[src/rtl/discrete_node_mac_sequencer_if.sv]
// Sample-strobe / operand / node-output bundle for the discrete node MAC sequencer.
// master drives the strobe and inputs, slave returns the node state and status.
interface discrete_node_mac_sequencer_if;
    logic               audio_clk_en;
    logic signed [15:0] in_a;
    logic signed [15:0] in_b;
    logic signed [15:0] v_control;
    logic signed [16:0] node_state;
    logic               busy;
    logic               done;
    logic               overrun;

    modport master (
        output audio_clk_en, in_a, in_b,
        input  v_control, node_state, busy, done, overrun
    );

    modport slave (
        input  audio_clk_en, in_a, in_b,
        output v_control, node_state, busy, done, overrun
    );
endinterface

[src/rtl/discrete_node_mac_sequencer.sv]
// One RC node update x[n+1] = sum(coef_i * operand_i) through a single shared multiplier.
// Optional DISCRETE_MAC_SAT_EN: clamp the committed state instead of wrapping to 17 bits.
module discrete_node_mac_sequencer #(
    parameter int unsigned COEF_STATE  = 4091,
    parameter int unsigned COEF_A      = 2169,
    parameter int unsigned COEF_VCC    = 2646,
    parameter int unsigned COEF_B      = 3615,
    parameter int unsigned SHIFT_STATE = 12,
    parameter int unsigned SHIFT_A     = 1,
    parameter int unsigned SHIFT_VCC   = 2,
    parameter int unsigned SHIFT_B     = 0,
    parameter int unsigned ACC_SHIFT   = 24,
    parameter int unsigned VCC_Q12     = 20480,
    parameter int unsigned OUT_COEF    = 3276
) (
    input  logic                               clk,
    input  logic                               I_RSTn,
    discrete_node_mac_sequencer_if.slave       bus
);

    localparam logic [12:0]        L_CS  = 13'(COEF_STATE);
    localparam logic [12:0]        L_CA  = 13'(COEF_A);
    localparam logic [12:0]        L_CV  = 13'(COEF_VCC);
    localparam logic [12:0]        L_CB  = 13'(COEF_B);
    localparam logic [12:0]        L_OC  = 13'(OUT_COEF);
    localparam logic [5:0]         L_SS  = 6'(SHIFT_STATE);
    localparam logic [5:0]         L_SA  = 6'(SHIFT_A);
    localparam logic [5:0]         L_SV  = 6'(SHIFT_VCC);
    localparam logic [5:0]         L_SB  = 6'(SHIFT_B);
    localparam logic signed [16:0] L_VCC = 17'(VCC_Q12);

    typedef enum logic [2:0] {
        S_IDLE,
        S_MAC0,
        S_MAC1,
        S_MAC2,
        S_MAC3,
        S_COMMIT
    } state_t;

    state_t             r_state;
    state_t             w_next;

    logic signed [16:0] r_op_s;
    logic signed [16:0] r_op_a;
    logic signed [16:0] r_op_b;
    logic signed [47:0] r_acc;
    logic signed [16:0] r_node_state;
    logic signed [15:0] r_v_control;
    logic               r_done;
    logic               r_overrun;

    logic signed [19:0] w_ext_a;
    logic signed [19:0] w_ext_b;
    logic signed [19:0] w_x5_a;
    logic signed [19:0] w_x5_b;
    logic signed [16:0] w_den_a;
    logic signed [16:0] w_den_b;

    logic signed [16:0] w_mul_op;
    logic [12:0]        w_mul_coef;
    logic [5:0]         w_shift;
    logic               w_busy;
    logic signed [30:0] w_prod;
    logic signed [47:0] w_term;
    logic signed [16:0] w_new_state;
    logic signed [30:0] w_vprod;

    // Normalized input to Q12 volts: x * 5 / 4, floored.
    assign w_ext_a = 20'(bus.in_a);
    assign w_ext_b = 20'(bus.in_b);
    assign w_x5_a  = w_ext_a * 20'sd5;
    assign w_x5_b  = w_ext_b * 20'sd5;
    assign w_den_a = 17'(w_x5_a >>> 2);
    assign w_den_b = 17'(w_x5_b >>> 2);

    // The one shared multiplier: signed operand times zero-extended coefficient.
    assign w_prod = w_mul_op * $signed({1'b0, w_mul_coef});
    assign w_term = 48'(w_prod) <<< w_shift;

`ifdef DISCRETE_MAC_SAT_EN
    logic signed [47:0] w_acc_sh;
    assign w_acc_sh    = r_acc >>> ACC_SHIFT;
    assign w_new_state = (w_acc_sh > 48'sd65535)  ? 17'sd65535 :
                         (w_acc_sh < -48'sd65536) ? $signed(17'h10000) :
                         17'(w_acc_sh);
`else
    assign w_new_state = 17'(r_acc >>> ACC_SHIFT);
`endif

    assign w_vprod = w_new_state * $signed({1'b0, L_OC});

    // State register; reset abandons any sequence in flight.
    always_ff @(posedge clk) begin
        if (!I_RSTn) r_state <= S_IDLE;
        else         r_state <= w_next;
    end

    // Fixed walk through the four terms; strobes outside IDLE never redirect it.
    always_comb begin
        w_next = r_state;
        case (r_state)
            S_IDLE:   if (bus.audio_clk_en) w_next = S_MAC0;
            S_MAC0:   w_next = S_MAC1;
            S_MAC1:   w_next = S_MAC2;
            S_MAC2:   w_next = S_MAC3;
            S_MAC3:   w_next = S_COMMIT;
            S_COMMIT: w_next = S_IDLE;
            default:  w_next = S_IDLE;
        endcase
    end

    // Per-state multiplier operand, coefficient and product alignment.
    always_comb begin
        w_mul_op   = r_op_s;
        w_mul_coef = L_CS;
        w_shift    = L_SS;
        w_busy     = 1'b1;
        case (r_state)
            S_IDLE: w_busy = 1'b0;
            S_MAC1: begin
                w_mul_op   = r_op_a;
                w_mul_coef = L_CA;
                w_shift    = L_SA;
            end
            S_MAC2: begin
                w_mul_op   = L_VCC;
                w_mul_coef = L_CV;
                w_shift    = L_SV;
            end
            S_MAC3: begin
                w_mul_op   = r_op_b;
                w_mul_coef = L_CB;
                w_shift    = L_SB;
            end
            default: ;
        endcase
    end

    // Operand capture, accumulation, commit and sticky overrun.
    always_ff @(posedge clk) begin
        if (!I_RSTn) begin
            r_op_s       <= '0;
            r_op_a       <= '0;
            r_op_b       <= '0;
            r_acc        <= '0;
            r_node_state <= '0;
            r_v_control  <= '0;
            r_done       <= 1'b0;
            r_overrun    <= 1'b0;
        end else begin
            r_done <= 1'b0;
            case (r_state)
                S_IDLE: begin
                    if (bus.audio_clk_en) begin
                        r_op_s <= r_node_state;
                        r_op_a <= w_den_a;
                        r_op_b <= w_den_b;
                        r_acc  <= '0;
                    end
                end
                S_MAC0, S_MAC1, S_MAC2, S_MAC3: r_acc <= r_acc + w_term;
                S_COMMIT: begin
                    r_node_state <= w_new_state;
                    r_v_control  <= 16'(w_vprod >>> 12);
                    r_done       <= 1'b1;
                end
                default: ;
            endcase
            if (bus.audio_clk_en && r_state != S_IDLE) r_overrun <= 1'b1;
        end
    end

    assign bus.node_state = r_node_state;
    assign bus.v_control  = r_v_control;
    assign bus.busy       = w_busy;
    assign bus.done       = r_done;
    assign bus.overrun    = r_overrun;

endmodule
[src/flat_wrapper.sv]
// flat-port wrapper written by rule: the top's interface ports become plain ports
module discrete_node_mac_sequencer_flat 
#(
    parameter int unsigned COEF_STATE  = 4091,
    parameter int unsigned COEF_A      = 2169,
    parameter int unsigned COEF_VCC    = 2646,
    parameter int unsigned COEF_B      = 3615,
    parameter int unsigned SHIFT_STATE = 12,
    parameter int unsigned SHIFT_A     = 1,
    parameter int unsigned SHIFT_VCC   = 2,
    parameter int unsigned SHIFT_B     = 0,
    parameter int unsigned ACC_SHIFT   = 24,
    parameter int unsigned VCC_Q12     = 20480,
    parameter int unsigned OUT_COEF    = 3276
)
  (clk, I_RSTn, bus_audio_clk_en, bus_in_a, bus_in_b, bus_v_control, bus_node_state, bus_busy, bus_done, bus_overrun);
  discrete_node_mac_sequencer_if bus_i ();
  input  logic clk;
  input  logic I_RSTn;
  input wire logic [$bits(bus_i.audio_clk_en)-1:0] bus_audio_clk_en;
  input wire logic [$bits(bus_i.in_a)-1:0] bus_in_a;
  input wire logic [$bits(bus_i.in_b)-1:0] bus_in_b;
  output wire logic [$bits(bus_i.v_control)-1:0] bus_v_control;
  output wire logic [$bits(bus_i.node_state)-1:0] bus_node_state;
  output wire logic [$bits(bus_i.busy)-1:0] bus_busy;
  output wire logic [$bits(bus_i.done)-1:0] bus_done;
  output wire logic [$bits(bus_i.overrun)-1:0] bus_overrun;
  assign bus_i.audio_clk_en = bus_audio_clk_en;
  assign bus_i.in_a = bus_in_a;
  assign bus_i.in_b = bus_in_b;
  assign bus_v_control = bus_i.v_control;
  assign bus_node_state = bus_i.node_state;
  assign bus_busy = bus_i.busy;
  assign bus_done = bus_i.done;
  assign bus_overrun = bus_i.overrun;
  discrete_node_mac_sequencer #(.COEF_STATE(COEF_STATE), .COEF_A(COEF_A), .COEF_VCC(COEF_VCC), .COEF_B(COEF_B), .SHIFT_STATE(SHIFT_STATE), .SHIFT_A(SHIFT_A), .SHIFT_VCC(SHIFT_VCC), .SHIFT_B(SHIFT_B), .ACC_SHIFT(ACC_SHIFT), .VCC_Q12(VCC_Q12), .OUT_COEF(OUT_COEF)) u_core (.clk(clk), .I_RSTn(I_RSTn), .bus(bus_i));
endmodule
[config.mk]
export PLATFORM = sky130hd
export DESIGN_NAME = discrete_node_mac_sequencer_flat
export DESIGN_NICKNAME = d
export VERILOG_FILES = /design/src/rtl/discrete_node_mac_sequencer_if.sv /design/src/rtl/discrete_node_mac_sequencer.sv /design/src/flat_wrapper.sv
export SDC_FILE = /design/constraint.sdc
export NUM_CORES = 1
export LEC_CHECK = 0
export BUFFER_PORTS_ARGS = -buffer_cell sky130_fd_sc_hd__buf_4
export CAP_MARGIN = 25
export CELL_PAD_IN_SITES_DETAIL_PLACEMENT = 0
export CELL_PAD_IN_SITES_GLOBAL_PLACEMENT = 1
export CORE_ASPECT_RATIO = 2
export CORE_MARGIN = 4
export CORE_UTILIZATION = 40
export DETAILED_ROUTE_END_ITERATION = 8
export PLACE_DENSITY = 0.65
export SETUP_SLACK_MARGIN = 0.02
export SYNTH_ARGS = -nofsm -noshare
export SYNTH_HDL_FRONTEND = slang
export SYNTH_SLANG_ARGS = --single-unit
[constraint.sdc]
create_clock -name clk -period 12.6 [get_ports clk]
set_input_delay 1.26 -clock clk [delete_from_list [all_inputs] [get_ports clk]]
set_output_delay 1.26 -clock clk [all_outputs]
set_load 0.01 [all_outputs]
==> metrics.md <==
| Metric | Value |
|---|---|
| CTS tree | `yes` |
| Final global-route overflow total | `0` |
| Crit start category | `register` |
| CP Capture Type | `register` |
| DR DRC count | `0` |
| Inserted Diodes | `0` |
| Cts hold-fix bufs | `0` |
| Die X | `162.1 um` |
| Ys async rst share | `0` |
| Crit path kind | `register to register` |
| Initial Util | `0.4057` |
| Run status | `finished clean` |
| P_leak | `10.96 nW` |
| Tcrit/Tclk final | `0.9070` |
| Proportion of layout cells with a drive suffix above 1 | `0.06166` |
| Final instance count without filler cells | `2995` |
| Hold Crit Start | `u_core.r_op_b[11]$_SDFFE_PN0P_` |
| Synth cell types | `70` |
| First-pass GRT wire length | `96200 um` |
| Die area | `51230 sq um` |
| TritonRoute pass-1 iters | `5` |
| Commonest cells in the netlist | `425 x inv_1, 290 x nand2_1, 241 x fa_1, 234 x ha_1, 195 x a21oi_1` |
| CTS buffer count | `17` |
| Gr usage total | `0.2500` |
| IO Count | `71` |
| Overall routed net length | `63300 um` |
| Peak fanout along the critical path | `41` |
| Port buffer count | `70` |
| Core Rows | `112` |
| Initial antenna violation count | `0` |
| Post-synth top area share | `0.2541` |
| H-tree depth | `4` |
| Worst r2r src | `u_core.r_state[1]$_SDFFE_PN0P_` |
| Post-cts gate resize count | `0` |
| Number of synthesized flops with an enable pin | `0` |
| ANT nets after route | `0` |
| Slowest stage cell, crit path | `dfxtp_1` |
| Final min period | `11.43 ns` |
| Fin util | `0.4442` |
| Yosys reg bits | `130` |
| Fmax | `0.08750 GHz` |
| Synth Cell Area | `18990 sq um` |
| Critical path arrival | `11.78 ns` |
| Clock Latency Late Sink | `0.46 ns` |
| Clock slew at reported path FFs | `0.07 ns` |
| Synth top area cells | `fa_1 25%, ha_1 15%, dfxtp_1 14%` |
| Post-DR vias/cell | `5.284` |
| Worst Tran Pin Value | `0.9804 ns` |
| Worst vdd ir | `0.2313 mV` |
| RSZ-0062 raised after global routing | `false` |
| Largest net degree at the start of global routing | `68` |
| Seq/Total Area, Yosys | `0.1370` |
| Final hold viol count | `0` |
| Slowest stage delay, CP | `0.82 ns` |
| Setup TNS | `0 ns` |
| Clock tree buffer depth | `2` |
| Worst clock skew | `0.01482 ns` |
| WP data required | `12.95 ns` |
| Syn nets | `2828` |
| Count leader, synth | `inv_1` |
| Vias in the first global route | `16.83k` |
| Final Max Tran Viols | `0` |
| Post-layout nets | `2865` |
| Top_reg_cell synth | `dfxtp_1` |
| Root buf cell | `clkbuf_16` |
| Post-CTS Setup Bufs | `0` |
| Via count | `15.83k` |
| Final setup violation count | `0` |
| Hold crit path type | `register to register` |
| Hpwl dp | `53240 um` |
| Avg Synthesized Cell Area | `8.192 sq um` |
| Hold WS | `0.4516 ns` |
| Max-cap viol count | `0` |
| Routability cong. | `0.9662` |
| Post-synth top area cell | `fa_1` |
| Routed length per instance | `21.13 um` |
| Floorplan core area | `46800 sq um` |
| Clock Sinks | `130` |
| Placed cells | `2963` |
| DRT iter0 DRCs | `920` |
| Synthesis-to-layout area growth | `9.481%` |
| Synth warn | `0` |
| Slew margin rel. | `0.3295` |
| Die height | `316.1 um` |
| Synth Instances | `2318` |
| CP Launch Point | `u_core.r_state[1]$_SDFFE_PN0P_` |
| Power Density | `161.9 nW/um^2` |
==> state kept, by name, indices dropped and copies added (netlist names) <==
register               flops
u_core.bus.node_state     17
u_core.r_op_b             17
u_core.bus.overrun         1
u_core.r_op_s             17
u_core.bus.done            1
u_core.r_op_a             17
u_core.bus.v_control      16
u_core.r_acc              41
u_core.r_state             3
==> cell usage in the layout (no fill, tap or decap), drive strengths merged, types with 5 or more instances in the layout <==
cell      n
fa      241
o21ai    85
buf      88
a211oi   20
clkbuf   18
a21boi    5
xor2     31
xnor2    86
or3       9
o21a     11
nand2b   12
a31o      5
and2      7
and3     23
o21bai    7
ha      234
nor3     23
nand3    30
or2      12
a21o     46
a21oi   196
dfxtp   130
o31ai     6
o211ai   13
nand2   290
mux2i    13
o22ai    17
clkinv    8
nor2    161
a22oi    28
a31oi    11
nand4     9
inv     429
nor2b     9
==> final timing paths <==
path,to,slack (ns),cells after the start
max,u_core.r_acc[39]$_SDFFE_PN0P_,1.17,35
max reg2reg,u_core.r_acc[39]$_SDFFE_PN0P_,1.17,35
min reg2reg,u_core.r_op_b[11]$_SDFFE_PN0P_,0.45,2
min,u_core.r_op_b[11]$_SDFFE_PN0P_,0.45,2
==> metal layers <==
layer / global-route usage / wire length, um / vias to the layer above
li1: - / - / 7624
met1: 0.2410 / 21240 / 7767
met2: 0.5118 / 37060 / 333
met3: 0.02133 / 1495 / 102
met4: 0.1301 / 3505 / 0
met5: 0 / 0 / -
==> power breakdown <==
part | switching (W) | total (W) | internal [W]
Combinational | 0.00139 | 0.00229 | 0.000909
Clock | 0.000232 | 0.000531 | 0.000299
Sequential | 0.0000878 | 0.000541 | 0.000453
==> cells by family (layout without fill, tap and decap cells) <==
kind of cell	after synthesis	count (layout)	share of synthesized area
compound gates	489	489	0.1599
xor+xnor	118	118	0.05515
fa+ha+maj	475	475	0.4082
buf+inv	498	548	0.09870
flops	130	130	0.1370
mux	13	13	0.006852
simple gates	595	595	0.1341
==> layout make-up <==
cell class                      instances  area [sq um]
Tap cell                              627         784.5
Multi-Input combinational cell       1690         14540
Clock buffer                           18         439.2
Clock inverter                         14         156.4
Inverter                              428          1608
Fill cell                            4906         26020
Sequential cell                       130          2603
Timing Repair Buffer                   88         660.6
==> worst max-delay path, delay by kind of cell, from the launching register on <==
family,cells,cell delay (ns)
compound gates,13,3.65
fa+ha+maj,7,3.56
simple gates,9,1.99
flops,1,0.82
xor+xnor,1,0.53
buf+inv,4,0.49
mux,1,0.21
==> through the flow <==
step	instance area, sq um	total power, W	setup WS [ns]
CTS	20790	0.003417	1.203
floorplan	18990	0.002185	3.358
finish	20790	0.003367	1.172
detailed placement	20190	0.002850	1.259
global route	20790	0.003712	0.5988
global placement	20190	0.002845	1.271
(Power assumes the default switching activity.)
